`src/rtl/bin_to_bcd_seq.sv`:
```
// Sequential binary-to-BCD converter (double dabble), one shift step per clock.
// Produces four registered decimal digits; values above 9999 saturate to 9999 with overflow set.
module bin_to_bcd_seq #(
  parameter int BIN_W = 14
) (
  input  logic             clk,
  input  logic             reset,
  input  logic             start,
  input  logic [BIN_W-1:0] bin,
  output logic [3:0]       ones,
  output logic [3:0]       tens,
  output logic [3:0]       hundreds,
  output logic [3:0]       thousands,
  output logic             busy,
  output logic             done,
  output logic             overflow
);

  localparam int CNT_W = $clog2(BIN_W + 1);

  typedef enum logic [1:0] {
    IDLE  = 2'd0,
    SHIFT = 2'd1,
    DONE  = 2'd2
  } state_t;

  state_t           state_reg;
  logic [BIN_W-1:0] bin_reg;
  logic [15:0]      scratch_reg;
  logic [15:0]      scratch_adj;
  logic [CNT_W-1:0] cnt_reg;
  logic             ovf_reg;

  // Add-3 correction on every BCD nibble that would exceed 9 after doubling.
  generate
    for (genvar gi = 0; gi < 4; gi++) begin : g_adj
      assign scratch_adj[gi*4 +: 4] = (scratch_reg[gi*4 +: 4] >= 4'd5)
                                    ? scratch_reg[gi*4 +: 4] + 4'd3
                                    : scratch_reg[gi*4 +: 4];
    end
  endgenerate

  always_ff @(posedge clk) begin
    if (reset) begin
      state_reg   <= IDLE;
      bin_reg     <= '0;
      scratch_reg <= '0;
      cnt_reg     <= '0;
      ovf_reg     <= 1'b0;
      ones        <= 4'd0;
      tens        <= 4'd0;
      hundreds    <= 4'd0;
      thousands   <= 4'd0;
      busy        <= 1'b0;
      done        <= 1'b0;
      overflow    <= 1'b0;
    end else begin
      done <= 1'b0;
      case (state_reg)
        IDLE: begin
          if (start) begin
            bin_reg     <= bin;
            scratch_reg <= '0;
            cnt_reg     <= '0;
            ovf_reg     <= (32'(bin) > 32'd9999);
            busy        <= 1'b1;
            state_reg   <= SHIFT;
          end
        end
        SHIFT: begin
          scratch_reg <= {scratch_adj[14:0], bin_reg[BIN_W-1]};
          bin_reg     <= bin_reg << 1;
          cnt_reg     <= cnt_reg + CNT_W'(1);
          if (cnt_reg == CNT_W'(BIN_W - 1)) begin
            state_reg <= DONE;
          end
        end
        DONE: begin
          // The 16-bit scratch cannot represent a fifth digit, so saturate instead.
          if (ovf_reg) begin
            ones      <= 4'd9;
            tens      <= 4'd9;
            hundreds  <= 4'd9;
            thousands <= 4'd9;
          end else begin
            ones      <= scratch_reg[3:0];
            tens      <= scratch_reg[7:4];
            hundreds  <= scratch_reg[11:8];
            thousands <= scratch_reg[15:12];
          end
          overflow  <= ovf_reg;
          done      <= 1'b1;
          busy      <= 1'b0;
          state_reg <= IDLE;
        end
        default: begin
          state_reg <= IDLE;
          busy      <= 1'b0;
        end
      endcase
    end
  end

endmodule

```
`config.mk`:
```
export PLATFORM = sky130hd
export DESIGN_NAME = bin_to_bcd_seq
export DESIGN_NICKNAME = d
export VERILOG_FILES = /design/src/rtl/bin_to_bcd_seq.sv
export SDC_FILE = /design/constraint.sdc
export NUM_CORES = 1
export LEC_CHECK = 0
export ABC_AREA = 1
export BUFFER_PORTS_ARGS = -buffer_cell sky130_fd_sc_hd__buf_2
export CAP_MARGIN = 20
export CELL_PAD_IN_SITES_DETAIL_PLACEMENT = 0
export CELL_PAD_IN_SITES_GLOBAL_PLACEMENT = 2
export CORE_ASPECT_RATIO = 2
export CORE_UTILIZATION = 36
export CTS_BUF_LIST = sky130_fd_sc_hd__clkbuf_4 sky130_fd_sc_hd__clkbuf_8
export DETAILED_ROUTE_END_ITERATION = 12
export GPL_TIMING_DRIVEN = 0
export PLACE_DENSITY = 0.95
export SKIP_CTS_REPAIR_TIMING = 1
export SLEW_MARGIN = 10
export SYNTH_ARGS = -nofsm -noshare
export SYNTH_HDL_FRONTEND = slang
export SYNTH_SLANG_ARGS = --single-unit
export TNS_END_PERCENT = 1
```
`constraint.sdc`:
```
create_clock -name clk -period 2.5 [get_ports clk]
set_clock_uncertainty 0.1 [all_clocks]
set_input_delay 0.25 -clock clk [delete_from_list [all_inputs] [get_ports clk]]
set_output_delay 0.25 -clock clk [all_outputs]
set_load 0.02 [all_outputs]
```
Yosys cells after proc, flatten, opt, wreduce, memory -nomap -nowiden
Index checks and enable logic that the tools add are counted.
{"block": "totals", "ff_bits": 56, "input_bits": 17, "output_inout_bits": 19}
{"block": "classes", "add_sub_neg": 5, "order_cmp": 5, "eq_ne": 5, "mux": 20, "bitwise": 1, "n_reduce_logical": 6}
{"cell": "$mux 4", "n": 8}
{"cell": "$pmux 16 s2", "n": 1}
{"cell": "$pmux 14 s2", "n": 1}
{"cell": "$ge 4x3->1 const B", "n": 4}
{"cell": "$mux 16", "n": 1}
{"cell": "$gt 14x14->1 const B", "n": 1}
{"cell": "$mux 14", "n": 1}
{"cell": "$add 4x2->4 const B", "n": 3}
{"cell": "$pmux 4 s2", "n": 1}
{"cell": "$reduce_and 2->1", "n": 4}
{"cell": "$add 4x1->4 const B", "n": 1}
{"cell": "$eq 4x4->1 const B", "n": 1}
{"cell": "$mux 2", "n": 2}
{"cell": "$ne 2x2->1 const B", "n": 2}
{"cell": "$pmux 2 s2", "n": 1}
{"cell": "$add 3x2->3 const B", "n": 1}
{"cell": "$mux 3", "n": 1}
{"cell": "$eq 2x1->1 const B", "n": 1}
{"cell": "$eq 2x2->1 const B", "n": 1}
{"cell": "$logic_not 2->1", "n": 1}
{"cell": "$mux 1", "n": 2}
{"cell": "$pmux 1 s2", "n": 1}
{"cell": "$reduce_bool 2->1", "n": 1}
{"cell": "$not 1->1", "n": 1}

Longest topological paths before layout
{"block": "depth", "ltp_word": 3, "mapped_depth": 9, "depth_no_buf": 9}

Worst setup path before layout
No wires, ideal clock.
{"block": "synth_path", "path_kind": "register -> register", "start": "reg scratch_reg[0]", "end": "reg scratch_reg[4]", "setup_ns": 0.065, "arrival_ns": 1.114, "setup_slack_ns": 1.221, "stages_incl_launch_ff": 10, "path_buffers": 0, "cell_sequence": "dfxtp_1 -> inv_1 -> ha_1 -> inv_1 -> nand2_1 -> nand3_1 -> nand2_1 -> nor2_1 -> nor2_1 -> nor2_1"}
{"block": "synth_via", "elab_chain_len": 3, "elab_cells_between_ends": 4, "classes_between": "add/sub: 1; order compare: 1; mux: 2"}
{"element": "start, declared", "line": "29", "text": "logic [15:0] scratch_reg;"}
{"element": "start signal, assigned", "line": "71", "text": "scratch_reg <= {scratch_adj[14:0], bin_reg[BIN_W-1]};"}
{"element": "$add 4x2->4 / $ge 4x3->1 (equally long branches)", "line": "38, 37"}
{"element": "$mux 4 (*)", "line": "38", "text": "? scratch_reg[gi*4 +: 4] + 4'd3"}
{"element": "$pmux 16 s2 (*)", "line": "59", "text": "case (state_reg)"}
Every way passes the cells marked *; elsewhere a longest branch is shown, timed or not.
A chain may end at the register's enable or synchronous reset.

Worst setup path in the final report
{"block": "layout_path", "start": "reg scratch_reg[8]", "end": "reg scratch_reg[12]"}
Same word-level chain as after synthesis.

==> reports/results.ini <==
[pwr]
power.internal_uw = 1219
p_clk_share_pct = 33.4
power.density_nw_per_um2 = 554.3
ir_drop_uv = 292.0
power.static_leakage_uw = 0.001249
swShare_pct = 25.02
p_comb_share_pct = 9.2
p_sw_uw = 406.7
pwr-share-seq_pct = 57.5

[run_status]
status = finished clean

[drt]
dr.pass1.iters = 4
ant_nets = 0
drt_iter0_markers = 88
viasPerCell = 4.940
wl_per_cell_um = 13.41
drc = 0
wl_um = 6477
vias = 2386

[global_routing]
grt_pass1_vias = 2279
grt_usage_pct = 19.39
met3_usage_pct = 2.878
grt_use_met2_pct = 35.48
grt_antenna_before_repair = 0
use_met1_pct = 20.45
grt_pass1_wl_um = 10560
overflow = 0
grt_max_degree = 16
grt-busiest-layer = met2

[critical_path]
startpoint_type = flop
path_cells = inv_1, ha_1, inv_1, nand2_1, nand3_1, nand2_1, nor2_1, nor2_1, nor2_1
worstPathArrival_ns = 1.77
crit_fanout = 5
setup.worst_path.class = flop to flop
rrSetupSlack_ns = 0.89
crit_top_cell = nor2_1
critPathMaxStageDelay_ns = 0.45
crit_required_ns = 2.66
crit_path_top_delay_cell = dfxtp_1
endpoint_kind = flop

[place]
hpwlAfterDp_um = 4788
gp_congestion = 0.8655
io_buffers = 34

[floorplan]
die_x_um = 61.54
boundaryPins = 36
start_util_pct = 37.06
die_area_um2 = 7451
die_y_um = 121.1
rows = 43
coreArea_um2 = 6887

[clock_network]
cts.path.max_buffers = 2
cts.sinks = 56
cts_buffers = 5
worstSkewPairLatency_ns = 0.32
clk_pin_slew_ns = 0.10
ctsHtreeMaxLevel = 2
cts_tree = done
cts_root_buffer = clkbuf_8

[sta]
fmax_mhz = 620.4
period_minus_slack_ns = 1.612
rsz0062_at_grt = false
setup_violations = 0
slew_headroom_pct = 62.55
slew_violations = 0
period_share_pct = 64.47
setup_tns_ns = 0
hold_viol = 0
worst_slew_pin_slew_ns = 0.5618

[logic_synthesis]
syn_nets = 378
synth_edf_count = 0
synth_fa_ha_area_share_pct = 4.902
netlist_area_um2 = 2552
synth_top_cell_area_share_pct = 43.92
synth-seq-area-share_pct = 43.92
synthFlopType = dfxtp_1
ys_types = 23
synth_compound_area_share_pct = 17.55
yosys.area_share.simple_pct = 24.51
ys_ff_latch = 56
yosys.area_share.xor_xnor_pct = 0
synth_top_family_by_area = simple AND/OR/NAND/NOR gates
synthCells = 351
synth.most_common_cell = nand2_1
netlist_top_cells_count = nand2_1 (86), dfxtp_1 (56), a21oi_1 (44), inv_1 (37), nor2_1 (30)
ys_warn_count = 0
synthArstFlopShare_pct = 0
synth_area_leaders = dfxtp_1 (44%), nand2_1 (13%), a21oi_1 (8.6%)
synth_mux_area_share_pct = 0
yosysTopAreaCell = dfxtp_1
synth.avg_cell_area_um2 = 7.272

[finish]
nFillCells = 797
area_delta_synth_final_pct = 14.90
drive_above_1_share_pct = 14.76
final_util_pct = 42.59
largest_register_ff_count = 16
finalNetCount = 419
diodes = 0

[job]
maxCapViolCount = 0

[hold_path]
hp-class = input pin to flop

-- power groups by stage --
stage / clock (uW) / sequential [uW] / combinational (uW)
after floorplan: 0 / 953 / 97.2
after global placement: 0 / 954 / 151
after detailed placement: 0 / 955 / 151
after CTS: 558 / 934 / 152
after global routing: 591 / 938 / 169
final: 543 / 934 / 149
-- routing by layer --
metal  share of wire, %  up-vias
li1                   -     1228
met1                 41     1103
met2                 54       42
met3                2.9       13
met4                2.7        0
met5                  0        -
-- worst max-delay path: cells and delay by family (launching register included) --
| kind | cells | cell delay, ns |
|---|---|---|
| simple gates | 6 | 0.59 |
| flops | 1 | 0.45 |
| fa+ha+maj | 1 | 0.23 |
| buf+inv | 2 | 0.18 |
-- placed cells by master (no fill, tap or decap), types with 5 or more instances in the layout --
cell type,n
dfxtp_1,56
a21oi_1,44
inv_1,37
clkbuf_8,6
a211oi_1,5
o21ai_0,19
ha_1,10
nand4_1,8
nor2_1,30
o211ai_1,11
buf_2,40
clkbuf_1,5
nand3_1,20
nand2_1,86
-- layout make-up --
class	instances	area [um2]	area share, %
flip-flops and latches	56	1121	38.23
plain buffers	15	86.33	2.944
well taps	90	112.6	3.840
repair buffers	34	170.2	5.802
multi-input cells	241	1199	40.87
inverters	39	146.4	4.991
clock buffers	8	97.59	3.328
-- cells by family after synthesis --
| group | count (synthesis) |
|---|---|
| and+or+nand+nor | 150 |
| adders and majority gates | 10 |
| AOI/OAI and AO/OA | 81 |
| DFF | 56 |
| buffers and inverters | 54 |
-- worst paths after layout --
path                       start         endpoint  cells after the start
setup / recovery  scratch_reg[8]  scratch_reg[12]                      9
hold / removal            bin[8]       bin_reg[8]                      3
setup reg to reg  scratch_reg[8]  scratch_reg[12]                      9
hold reg to reg     state_reg[1]             busy                      1
-- stage by stage --
| step | power [uW] | instances | hold slack [ns] | setup WS (ns) | instance area [um2] |
|---|---|---|---|---|---|
| global route | 1698 | 483 | 0.09254 | 0.7717 | 2933 |
| finish | 1626 | 483 | 0.07966 | 0.8882 | 2933 |
| global placement | 1105 | 475 | 0.3231 | 0.9303 | 2835 |
| CTS | 1644 | 483 | 0.06819 | 0.8690 | 2933 |
| detailed placement | 1106 | 475 | 0.3205 | 0.8841 | 2835 |
| floorplan | 1050 | 351 | 0.2931 | 1.221 | 2552 |
Note: power is estimated with default switching activity, not from simulation.
